--- src/rtl/uart_rx_cfg.sv ---
// UART receiver with configurable width, parity and stop bits, 16x oversampling,
// 3-sample majority vote, parity/framing/break detection and a valid/ready output.
module uart_rx_cfg #(
  parameter int UART_INPUT_CLK = 100_000_000,
  parameter int BAUD_RATE      = 9600,
  parameter int DATA_BITS      = 8,
  parameter int PARITY         = 0,
  parameter int STOP_BITS      = 1,
  parameter int OVERSAMPLE     = 16
) (
  input  logic                 clk,
  input  logic                 rst,
  input  logic                 rx_en,
  input  logic                 rx,
  output logic [DATA_BITS-1:0] data,
  output logic                 valid,
  input  logic                 ready,
  output logic                 parity_err,
  output logic                 frame_err,
  output logic                 overrun,
  output logic                 break_det,
  output logic                 busy
);
  localparam int DIV = UART_INPUT_CLK / (BAUD_RATE * OVERSAMPLE);
  localparam int DW  = (DIV > 1) ? $clog2(DIV) : 1;
  localparam int SW  = $clog2(OVERSAMPLE);
  localparam logic [DW-1:0] D_LAST  = DW'(DIV - 1);
  localparam logic [SW-1:0] S_LAST  = SW'(OVERSAMPLE - 1);
  localparam logic [SW-1:0] S_A     = SW'(OVERSAMPLE/2 - 1);
  localparam logic [SW-1:0] S_B     = SW'(OVERSAMPLE/2);
  localparam logic [SW-1:0] S_C     = SW'(OVERSAMPLE/2 + 1);
  localparam logic [3:0]    DB_LAST = 4'(DATA_BITS - 1);
  localparam logic [3:0]    SB_LAST = 4'(STOP_BITS - 1);

  typedef enum logic [2:0] {IDLE, START, DATA, PAR, STOP, BRK_WAIT} state_t;
  state_t state, state_n;

  logic                 rx_m, rxs, rxs_d;
  logic [DW-1:0]        div_cnt;
  logic [SW-1:0]        s_cnt;
  logic                 tick, decide, samp_a, samp_b, bitv;
  logic [3:0]           bit_cnt;
  logic [DATA_BITS-1:0] shreg;
  logic                 par_bit, par_exp, perr_acc, ferr_acc;
  logic                 start_edge, done, brk_hit;

  // 2-FF synchroniser plus one delayed copy for falling-edge detection
  always_ff @(posedge clk) begin
    if (rst) begin
      rx_m  <= 1'b1;
      rxs   <= 1'b1;
      rxs_d <= 1'b1;
    end else begin
      rx_m  <= rx;
      rxs   <= rx_m;
      rxs_d <= rxs;
    end
  end

  // tick and sample counters restart from zero on every start edge
  assign tick = (state != IDLE) && (div_cnt == D_LAST);

  always_ff @(posedge clk) begin
    if (rst || state == IDLE) begin
      div_cnt <= '0;
      s_cnt   <= '0;
    end else begin
      div_cnt <= tick ? '0 : div_cnt + 1'b1;
      if (tick) s_cnt <= (s_cnt == S_LAST) ? '0 : s_cnt + 1'b1;
    end
  end

  always_ff @(posedge clk) begin
    if (rst) begin
      samp_a <= 1'b1;
      samp_b <= 1'b1;
    end else if (tick) begin
      if (s_cnt == S_A) samp_a <= rxs;
      if (s_cnt == S_B) samp_b <= rxs;
    end
  end

  assign decide  = tick && (s_cnt == S_C);
  assign bitv    = (samp_a & samp_b) | (samp_a & rxs) | (samp_b & rxs);
  assign par_exp = (PARITY == 2) ? ~^shreg : ^shreg;

  always_ff @(posedge clk) begin
    if (rst) state <= IDLE;
    else     state <= state_n;
  end

  always_comb begin
    state_n = state;
    if (state != IDLE && !rx_en) begin
      state_n = IDLE;
    end else begin
      case (state)
        IDLE:     if (start_edge) state_n = START;
        START:    if (decide) state_n = bitv ? IDLE : DATA;
        DATA:     if (decide && bit_cnt == DB_LAST) state_n = (PARITY != 0) ? PAR : STOP;
        PAR:      if (decide) state_n = STOP;
        STOP: begin
          if (brk_hit)   state_n = BRK_WAIT;
          else if (done) state_n = IDLE;
        end
        BRK_WAIT: if (rxs) state_n = IDLE;
        default:  state_n = IDLE;
      endcase
    end
  end

  // break is judged at the first stop bit; frames complete at the last one
  always_comb begin
    start_edge = rx_en && rxs_d && !rxs;
    brk_hit    = 1'b0;
    done       = 1'b0;
    if (rx_en && state == STOP && decide) begin
      brk_hit = (bit_cnt == '0) && !bitv && (shreg == '0) && ((PARITY == 0) || !par_bit);
      done    = !brk_hit && (bit_cnt == SB_LAST);
    end
  end

  always_ff @(posedge clk) begin
    if (rst) begin
      bit_cnt  <= '0;
      shreg    <= '0;
      par_bit  <= 1'b0;
      perr_acc <= 1'b0;
      ferr_acc <= 1'b0;
    end else begin
      if (state != state_n)
        bit_cnt <= '0;
      else if (decide && (state == DATA || state == STOP))
        bit_cnt <= bit_cnt + 1'b1;
      if (state == IDLE) begin
        perr_acc <= 1'b0;
        ferr_acc <= 1'b0;
      end
      if (state == DATA && decide) shreg <= {bitv, shreg[DATA_BITS-1:1]};
      if (state == PAR && decide) begin
        par_bit  <= bitv;
        perr_acc <= bitv ^ par_exp;
      end
      if (state == STOP && decide && !bitv) ferr_acc <= 1'b1;
    end
  end

  always_ff @(posedge clk) begin
    if (rst) begin
      data       <= '0;
      valid      <= 1'b0;
      parity_err <= 1'b0;
      frame_err  <= 1'b0;
      overrun    <= 1'b0;
      break_det  <= 1'b0;
      busy       <= 1'b0;
    end else begin
      break_det <= brk_hit;
      busy      <= (state_n != IDLE);
      if (valid && ready) begin
        valid   <= 1'b0;
        overrun <= 1'b0;
      end
      if (done) begin
        if (!valid || ready) begin
          data       <= shreg;
          parity_err <= perr_acc;
          frame_err  <= ferr_acc | !bitv;
          valid      <= 1'b1;
        end else begin
          overrun <= 1'b1;
        end
      end
    end
  end
endmodule

--- config.mk ---
export PLATFORM = sky130hd
export DESIGN_NAME = uart_rx_cfg
export DESIGN_NICKNAME = d
export VERILOG_FILES = /design/src/rtl/uart_rx_cfg.sv
export SDC_FILE = /design/constraint.sdc
export NUM_CORES = 1
export LEC_CHECK = 0
export ABC_AREA = 1
export BUFFER_PORTS_ARGS = -buffer_cell sky130_fd_sc_hd__buf_2
export CAP_MARGIN = 30
export CORE_ASPECT_RATIO = 0.75
export CORE_MARGIN = 2
export CORE_UTILIZATION = 50
export CTS_CLUSTER_SIZE = 12
export DETAILED_ROUTE_END_ITERATION = 16
export GPL_ROUTABILITY_DRIVEN = 1
export PLACE_DENSITY = 0.79
export SETUP_SLACK_MARGIN = 0.15
export SYNTH_ARGS = -nofsm -noshare
export SYNTH_HDL_FRONTEND = slang
export SYNTH_SLANG_ARGS = --single-unit
--- constraint.sdc ---
create_clock -name clk -period 2.3 [get_ports clk]
set_clock_uncertainty 0.05 [all_clocks]
set_input_delay 0.345 -clock clk [delete_from_list [all_inputs] [get_ports clk]]
set_output_delay 0.345 -clock clk [all_outputs]
set_load 0.05 [all_outputs]
==> flow_metrics.tcl, run 1 <==
set metrics [dict create \
    outcome "completed" \
    required_ps 2450 \
    nFillCells 458 \
    startpoint_type "flip-flop" \
    cts_resized 1 \
    antenna_cells 0 \
    dr_total_vias 2047 \
    fin_nets 373 \
    gr-total-overflow 0 \
    cts_inserted_buffers 5 \
    drt_iter0_drc 97 \
    num_io_pins 19 \
    setup_viol 0 \
    period_share 0.849 \
    start_util 0.517 \
    dieArea_um2 5630 \
    cp_data_arrival_time_ps 2100 \
    drv_slew 0 \
    die_h_um 65.5 \
    crit_path_max_fanout 6 \
    p_per_area_nw_per_um2 508 \
    rows 22 \
    syn2layout_area_growth_pct 9.93 \
    worstSetupEndpointType "flip-flop" \
    place_ws_ps 95.5 \
    synth_area_um2 2520 \
    max-vdd-ir-drop_uv 188 \
    die_w_um 86.0 \
    fin_ws_ps 346 \
    core_area_um2 4870 \
    fmax_mhz 512 \
    gp_congestion 0.895 \
    grt_pass1_wl_um 8050 \
    final_cell_area_um2 2770 \
    htreeDepth 2 \
    setup_tns_ps 0 \
    async_reset_ff_frac 0 \
    ys_seq_area_frac 0.397 \
    hold_buffers 0 \
    synth_edf_count 0 \
    placed_area_um2 2680 \
    drc_errors 0 \
    synthFlopType "dfxtp_1" \
    grt_usage 0.180 \
    cts_tree "built" \
    ys_warn_count 0 \
    clockBufferDepth 2 \
    p_leak_nw 1.20 \
    holdCritStartpoint "rx" \
    slew_headroom 0.640 \
    clock_latency_ps 310 \
    drive_above_1_share 0.162 \
    root_buffer "clkbuf_8" \
    first_pass_iters 4 \
    grt_start_max_net_pins 22 \
    r2r-start "s_cnt[1]" \
    synth_cell_types 35 \
    min_path_type "in -> reg" \
    syn_nets 352 \
    cts_sinks 50 \
    grt_pass1_vias 1837 \
    max_slew.worst_pin.slew_ps 539 \
    path_class "reg -> reg" \
    wirelength_um 4790 \
    ant_nets 0 \
    syn-instance-count 336 \
    timing.hold.ws_ps 169 \
    place_hpwl_um 3570 \
    via_per_inst 4.90 \
    hold_violations 0 \
    syn_avg_cell_area_um2 7.50 \
    cts_setup_buffers 0 \
    port_buffers 18 \
    cp-startpoint "s_cnt[1]" \
    wl_per_cell_um 11.5 \
    final.min_clock_period_ps 1950 \
    antenna_found_initial 0 \
    finalPower_w 0.00141 \
    clkTransAtPathRegs_ps 90 \
    max_cap_violations 0 \
    ys_ff_latch 50 \
    grt_setup_unrepaired "no" \
]
-- registers in the layout (all words and copies together) (netlist names), 3 cells and up --
register  cells
data          8
state         3
bit_cnt       4
div_cnt      10
s_cnt         4
shreg         8
-- Yosys cell counts, types with 2 or more instances --
master	count	area [µm²]
nor2_1	43	161
nand2_4	2	22.5
nand4_1	7	43.8
o21ai_0	24	120
nand3_1	17	85.1
or2_2	2	12.5
xor2_1	6	52.6
nand2_1	38	143
clkbuf_1	3	11.3
inv_2	3	11.3
a31oi_1	2	12.5
inv_1	58	218
nand3_2	5	50.1
dfxtp_1	50	1000
xnor2_1	3	26.3
nor2_4	5	56.3
nand2_2	3	18.8
a21oi_1	30	150
nor2_2	3	18.8
nor3_1	6	30.0
buf_2	2	10.0
ha_1	11	138
-- routing by layer --
metal / vias up / share of wire / global-route usage
li1: 1110 / - / -
met1: 879 / 0.52 / 0.254
met2: 50 / 0.41 / 0.267
met3: 8 / 0.056 / 0.0452
met4: 0 / 0.014 / 0.0635
met5: - / 0 / 0
-- critical path: stages, from the launching register on --
cell and delay, ps:
dfxtp_1 340, inv_1 90, ha_1 150, nand3_1 100, inv_1 230, nand4_1 180, nand3_1 110, nand2_1 60
inv_1 60, nand4_1 90, nand2_1 140, nand2_1 80, nand3_2 110, nor2_1 50
-- final timing paths --
check / end / depth (start not counted) / slack (ps)
max: bit_cnt[2] / 13 / 350
min: rx_m / 2 / 170
max reg2reg: bit_cnt[2] / 13 / 350
min reg2reg: rxs / 1 / 380
-- cells in the final DEF, fill, tap and decap left out, types with 2 or more instances in the layout --
cell type,instances
inv_1,58
dfxtp_1,50
nor2_1,42
nand2_1,37
a21oi_1,30
o21ai_0,22
buf_2,18
nand3_1,17
ha_1,11
nand4_1,7
nor3_1,6
xor2_1,6
nor2_4,5
nand3_2,5
clkbuf_8,5
nor2_2,4
inv_2,3
nand2_4,3
nand2_2,3
o21ai_1,3
xnor2_1,3
buf_4,3
a31oi_1,2
or2_2,2
-- power breakdown --
group          internal, W  leakage [nW]  switching, W
registers         0.000868         0.403    0.00000166
logic            0.0000100         0.748     0.0000242
clock network     0.000215        0.0452      0.000288
total              0.00109          1.20      0.000314
-- stage by stage --
step / std cells / utilization
floorplan: 336 / -
global placement: 410 / 0.549
detailed placement: 410 / 0.549
CTS: 418 / 0.567
global route: 418 / 0.569
finish: 418 / 0.569
-- cell families after synthesis --
kind of cell | after synthesis | synth area share
buffers and inverters | 69 | 0.106
XOR/XNOR | 9 | 0.0313
adder cells (fa/ha/maj) | 11 | 0.0546
multiplexers | 1 | 0.00595
AND/OR/NAND/NOR | 135 | 0.276
flip-flops | 50 | 0.397
AO/OA/AOI/OAI | 61 | 0.129
-- area by class of cell --
type                       instances  area [µm²]  area share
multi-input combinational        217        1260       0.456
sequential                        50        1000       0.361
inverter                          62         233      0.0840
timing repair buffer              21         113      0.0406
tap                               60        75.1      0.0271
clock buffer                       6        72.6      0.0262
clock inverter                     2        13.8     0.00497
(Power assumes the default switching activity.)
==> run 2: changes to the inputs <==
==> constraint.sdc (replaced) <==
create_clock -name clk -period 1.88 [get_ports clk]
set_clock_uncertainty 0.05 [all_clocks]
set_input_delay 0.282 -clock clk [delete_from_list [all_inputs] [get_ports clk]]
set_output_delay 0.282 -clock clk [all_outputs]
set_load 0.05 [all_outputs]
==> run 2 against run 1 <==
Compared with the run above: the run now ends with negative setup slack left; utilization rose by 13 points; worst hold slack got worse by 67 ps; final cell count rose by 7.2%; sequential power rose by 22%; critical endpoint is now bit_cnt[3].
==> flow_metrics.tcl, run 2 (synthesis results as in run 1) <==
set metrics [dict create \
    htreeDepth 2 \
    cp_data_arrival_time_ps 2100 \
    root_buffer "clkbuf_8" \
    wirelength_um 6570 \
    dieArea_um2 5630 \
    startpoint_type "flip-flop" \
    rr_worst_depth 13 \
    period_share 1.03 \
    antenna_found_initial 0 \
    fin_ws_ps -60.8 \
    dr_total_vias 2423 \
    num_io_pins 19 \
    r2r-end "bit_cnt[3]" \
    grt_pass1_wl_um 8870 \
    r2r_slack_ps -60 \
    drive_above_1_share 0.376 \
    syn2layout_area_growth_pct 34.5 \
    via_per_inst 5.41 \
    slew_headroom 0.574 \
    setup_tns_ps -223 \
    cp_slowest_cell "dfxtp_1" \
    drc_errors 0 \
    path_class "reg -> reg" \
    grt_setup_unrepaired "yes" \
    max_slew.worst_pin.slew_ps 638 \
    final.min_clock_period_ps 1940 \
    first_pass_iters 4 \
    rows 22 \
    cp_common_cell "nand2_1" \
    die_w_um 86.0 \
    hold_violations 0 \
    setup_viol 4 \
    placed_area_um2 2750 \
    nFillCells 333 \
    port_buffers 18 \
    grt_start_max_net_pins 22 \
    crit_end "bit_cnt[3]" \
    min_path_type "in -> reg" \
    crit_path_max_fanout 4 \
    slowest_delay_ps 390 \
    drt_iter0_drc 151 \
    multi_input_area_um2 1540 \
    drv_slew 0 \
    place_ws_ps -40.1 \
    fin_nets 403 \
    mostFrequentLayoutCell "inv_1" \
    max-vdd-ir-drop_uv 312 \
    clockBufferDepth 2 \
    p_per_area_nw_per_um2 562 \
    start_util 0.517 \
    cp-startpoint "shreg[3]" \
    clkTransAtPathRegs_ps 100 \
    cts_inserted_buffers 5 \
    wl_per_cell_um 14.7 \
    ant_nets 0 \
    antenna_cells 0 \
    max_cap_violations 0 \
    die_h_um 65.5 \
    required_ps 2040 \
    grt_usage 0.198 \
    r2r-start "shreg[3]" \
    final_cell_area_um2 3390 \
    gp_congestion 0.928 \
    clock_latency_ps 320 \
    cts_tree "built" \
    hold_buffers 0 \
    final_cell_mix "48 x inv_1, 38 x dfxtp_1, 32 x nor2_1" \
    regMostFlops "div_cnt" \
    seq_area_um2 1020 \
    core_area_um2 4870 \
    fmax_mhz 515 \
    cts_sinks 50 \
    outcome "finished, violations left" \
    largest_register_ffs 10 \
    cp_cell_sequence "inv_1, ha_1, nand2_1, nor2_2, a21oi_1, nand3_1, buf_4, nand2_1, nand2_2, a21oi_2, nor2_4, nand3_4, nor2_1" \
    worstSetupEndpointType "flip-flop" \
    p_leak_nw 1.42 \
    gr-total-overflow 0 \
    top_regs "div_cnt: 10 flops, data: 8 flops, shreg: 8 flops" \
    violations "negative setup slack" \
    place_hpwl_um 3720 \
    grt_pass1_vias 2016 \
]
-- run 2: changes by cell type in the layout (fill, tap and decap cells not counted), moves of 8 or more --
cell / previous run / this run
buf_4: 3 / 23
dfxtp_1: 50 / 38
dfxtp_2: 0 / 12
inv_1: 58 / 48
nor2_1: 42 / 32
nand3_4: 1 / 9
-- run 2: worst min-delay path by stage --
stage                     start   end  slack, ps  cells past startpoint
final                        rx  rx_m        100                      2
after global routing         rx  rx_m        100                      2
after CTS                    rx  rx_m        100                      2
after detailed placement   rx_m   rxs        360                      1
after global placement     rx_m   rxs        350                      1
after floorplan              rx  rx_m        340                      1
-- run 2: timing repair --
action                     4_1_cts  5_1_grt
gates cloned                     0        2
setup endpoints to repair       16       33
pin swaps                       11       24
buffers inserted                11        7
gates resized for setup         18       88
-- run 2: through the flow --
step                cells  hold WS, ps  utilization  total power [W]
floorplan             336          336            -          0.00112
global placement      420          350        0.565          0.00113
detailed placement    420          358        0.565          0.00113
CTS                   439          102        0.617          0.00190
global route          448          105        0.696          0.00196
finish                448          103        0.696          0.00191
-- run 2: power by group --
| group | internal, W | switching, W |
|---|---|---|
| Sequential | 0.00106 | 0.00000235 |
| Clock | 0.000405 | 0.000382 |
| Combinational | 0.0000175 | 0.0000371 |
| Total | 0.00148 | 0.000422 |
-- run 2: per-layer routing --
metal	share of wire	global-route usage
met5	0	0
met1	0.45	0.275
met4	0.016	0.0655
met3	0.050	0.0440
met2	0.48	0.304
-- run 2: layout make-up --
cell class,instances,share of cell area
Tap cell,60,0.0221
Sequential cell,50,0.300
Clock inverter,3,0.0144
Timing Repair Buffer,50,0.115
Multi-Input combinational cell,218,0.454
Inverter,62,0.0745
Clock buffer,5,0.0203
-- run 2: critical path, delay by kind of cell (launching register included) --
kind / cells / cell delay (ps)
adder cells (fa/ha/maj): 1 / 180
flip-flops: 1 / 390
buffers and inverters: 2 / 250
AO/OA/AOI/OAI: 2 / 360
AND/OR/NAND/NOR: 8 / 590
==> run 3: changes to the inputs <==
--- a/config.mk
+++ b/config.mk
@@ -10,12 +10,13 @@
 export CAP_MARGIN = 30
 export CORE_ASPECT_RATIO = 0.75
 export CORE_MARGIN = 2
-export CORE_UTILIZATION = 50
+export CORE_UTILIZATION = 32
 export CTS_CLUSTER_SIZE = 12
 export DETAILED_ROUTE_END_ITERATION = 16
 export GPL_ROUTABILITY_DRIVEN = 1
-export PLACE_DENSITY = 0.79
+export PLACE_DENSITY = 0.59
 export SETUP_SLACK_MARGIN = 0.15
+export SKIP_CTS_REPAIR_TIMING = 1
 export SYNTH_ARGS = -nofsm -noshare
 export SYNTH_HDL_FRONTEND = slang
 export SYNTH_SLANG_ARGS = --single-unit
==> run 3 against run 2 <==
Compared with the run above: the run still ends with negative setup slack left; worst hold slack gained 7.1 ps; largest power group unchanged; critical endpoint is now bit_cnt[1]; fmax is 3.0% higher; clock power grew 3.3%; highest routed layer unchanged; combinational power fell by 7.9%.
==> flow_metrics.tcl, run 3 (synthesis results as in run 1) <==
set metrics [dict create \
    grt_start_max_net_pins 18 \
    root_buffer "clkbuf_8" \
    fmax_mhz 531 \
    clockBufferDepth 2 \
    drv_slew 0 \
    cp_cell_sequence "inv_2, ha_4, inv_2, nor2_4, nand3_4, nor2_8, nand3_4, nor2_2, nor2_1, nand2_1, a21oi_2, nor2_1, nand3_2, nor2_1" \
    final_cell_area_um2 3370 \
    placed_area_um2 2810 \
    final_cell_mix "39 x inv_1, 35 x dfxtp_1, 31 x nor2_1" \
    grt_setup_unrepaired "yes" \
    place_inst 462 \
    crit_family "simple AND/OR/NAND/NOR gates" \
    regMostFlops "div_cnt" \
    core_area_um2 7500 \
    slowest_delay_ps 340 \
    finalPower_w 0.00192 \
    startpoint_type "flip-flop" \
    final_cells 488 \
    fin_nets 402 \
    grt_usage 0.127 \
    cp.depth 14 \
    grt_pass1_vias 1918 \
    top_regs "div_cnt: 10 flops, data: 8 flops, shreg: 8 flops" \
    ant_nets 0 \
    die_w_um 106 \
    final.min_clock_period_ps 1880 \
    drc_errors 0 \
    first_pass_iters 4 \
    hold_violations 0 \
    cp-startpoint "div_cnt[0]" \
    antenna_found_initial 0 \
    slew_headroom 0.745 \
    max_cap_violations 0 \
    cp_slowest_cell "dfxtp_2" \
    fin_ws_ps -4.75 \
    port_buffers 18 \
    cts_sinks 50 \
    grt_use_met2 0.183 \
    path_class "reg -> reg" \
    p_per_area_nw_per_um2 570 \
    min_path_type "in -> reg" \
    crit_path_max_fanout 5 \
    clock_latency_ps 320 \
    cts_tree "built" \
    start_util 0.336 \
    violations "negative setup slack" \
    outcome "finished, violations left" \
    max-vdd-ir-drop_uv 413 \
    cp_common_cell "nor2_1" \
    mostFrequentLayoutCell "inv_1" \
    grt_pass1_wl_um 8740 \
    clkTransAtPathRegs_ps 110 \
    antenna_cells 0 \
    holdCritStartpoint "rx" \
    syn2layout_area_growth_pct 33.8 \
    cp_data_arrival_time_ps 2080 \
    largest_register_ffs 10 \
    max_slew.worst_pin.slew_ps 382 \
    use_met1 0.184 \
    period_share 1.00 \
    die_h_um 80.9 \
    gr-usage-met3 0.0289 \
    num_io_pins 19 \
    cts_inserted_buffers 5 \
    rr_worst_depth 14 \
    gp_congestion 0.870 \
    drt_iter0_drc 99 \
    required_ps 2070 \
    grt_busiest_layer "met1" \
    worstSetupEndpointType "flip-flop" \
    via_per_inst 4.56 \
    p_leak_nw 1.42 \
    htreeDepth 2 \
    wirelength_um 5610 \
    drive_above_1_share 0.411 \
    place_hpwl_um 3850 \
    wl_per_cell_um 11.5 \
    dieArea_um2 8610 \
    setup_viol 2 \
    r2r-start "div_cnt[0]" \
    rows 27 \
    dr_total_vias 2225 \
    min_path_cells 2 \
    gr-total-overflow 0 \
    crit_buf_inv 2 \
]
## run 3: path summary, 6_finish.rpt
check	to	slack [ps]
worst min-delay path	rx_m	110
worst max-delay path	bit_cnt[1]	-5
worst max register to register	bit_cnt[1]	-5
worst min register to register	rxs	390
## run 3: report_power, final
part           switching, W  internal (W)
clock              0.000408      0.000406
combinational     0.0000328     0.0000176
sequential       0.00000194       0.00106
## run 3: cell type report
type | count | area [µm²]
clock buffers | 5 | 68.8
clock inverters | 3 | 48.8
fillers | 750 | 4130
inverters | 62 | 238
multi-input cells | 218 | 1500
flip-flops and latches | 50 | 1030
well taps | 101 | 126
repair buffers | 49 | 367
## run 3: per-layer routing
metal  share of wire  vias to the layer above
li1                -                     1173
met4           0.012                        0
met3           0.037                        4
met1            0.52                     1010
met2            0.43                       38
met5               0                        -
## run 3: per-stage QoR
step / setup slack, ps / TNS (ps) / utilization / hold WS (ps)
6_report: -4.75 / -6.71 / 0.450 / 110
5_1_grt: -138 / -583 / 0.450 / 112
4_1_cts: -60.0 / -555 / 0.391 / 109
3_5_place_dp: -17.4 / -41.4 / 0.375 / 367
3_3_place_gp: 14.5 / 0 / 0.375 / 375
2_1_floorplan: 175 / 0 / - / 336
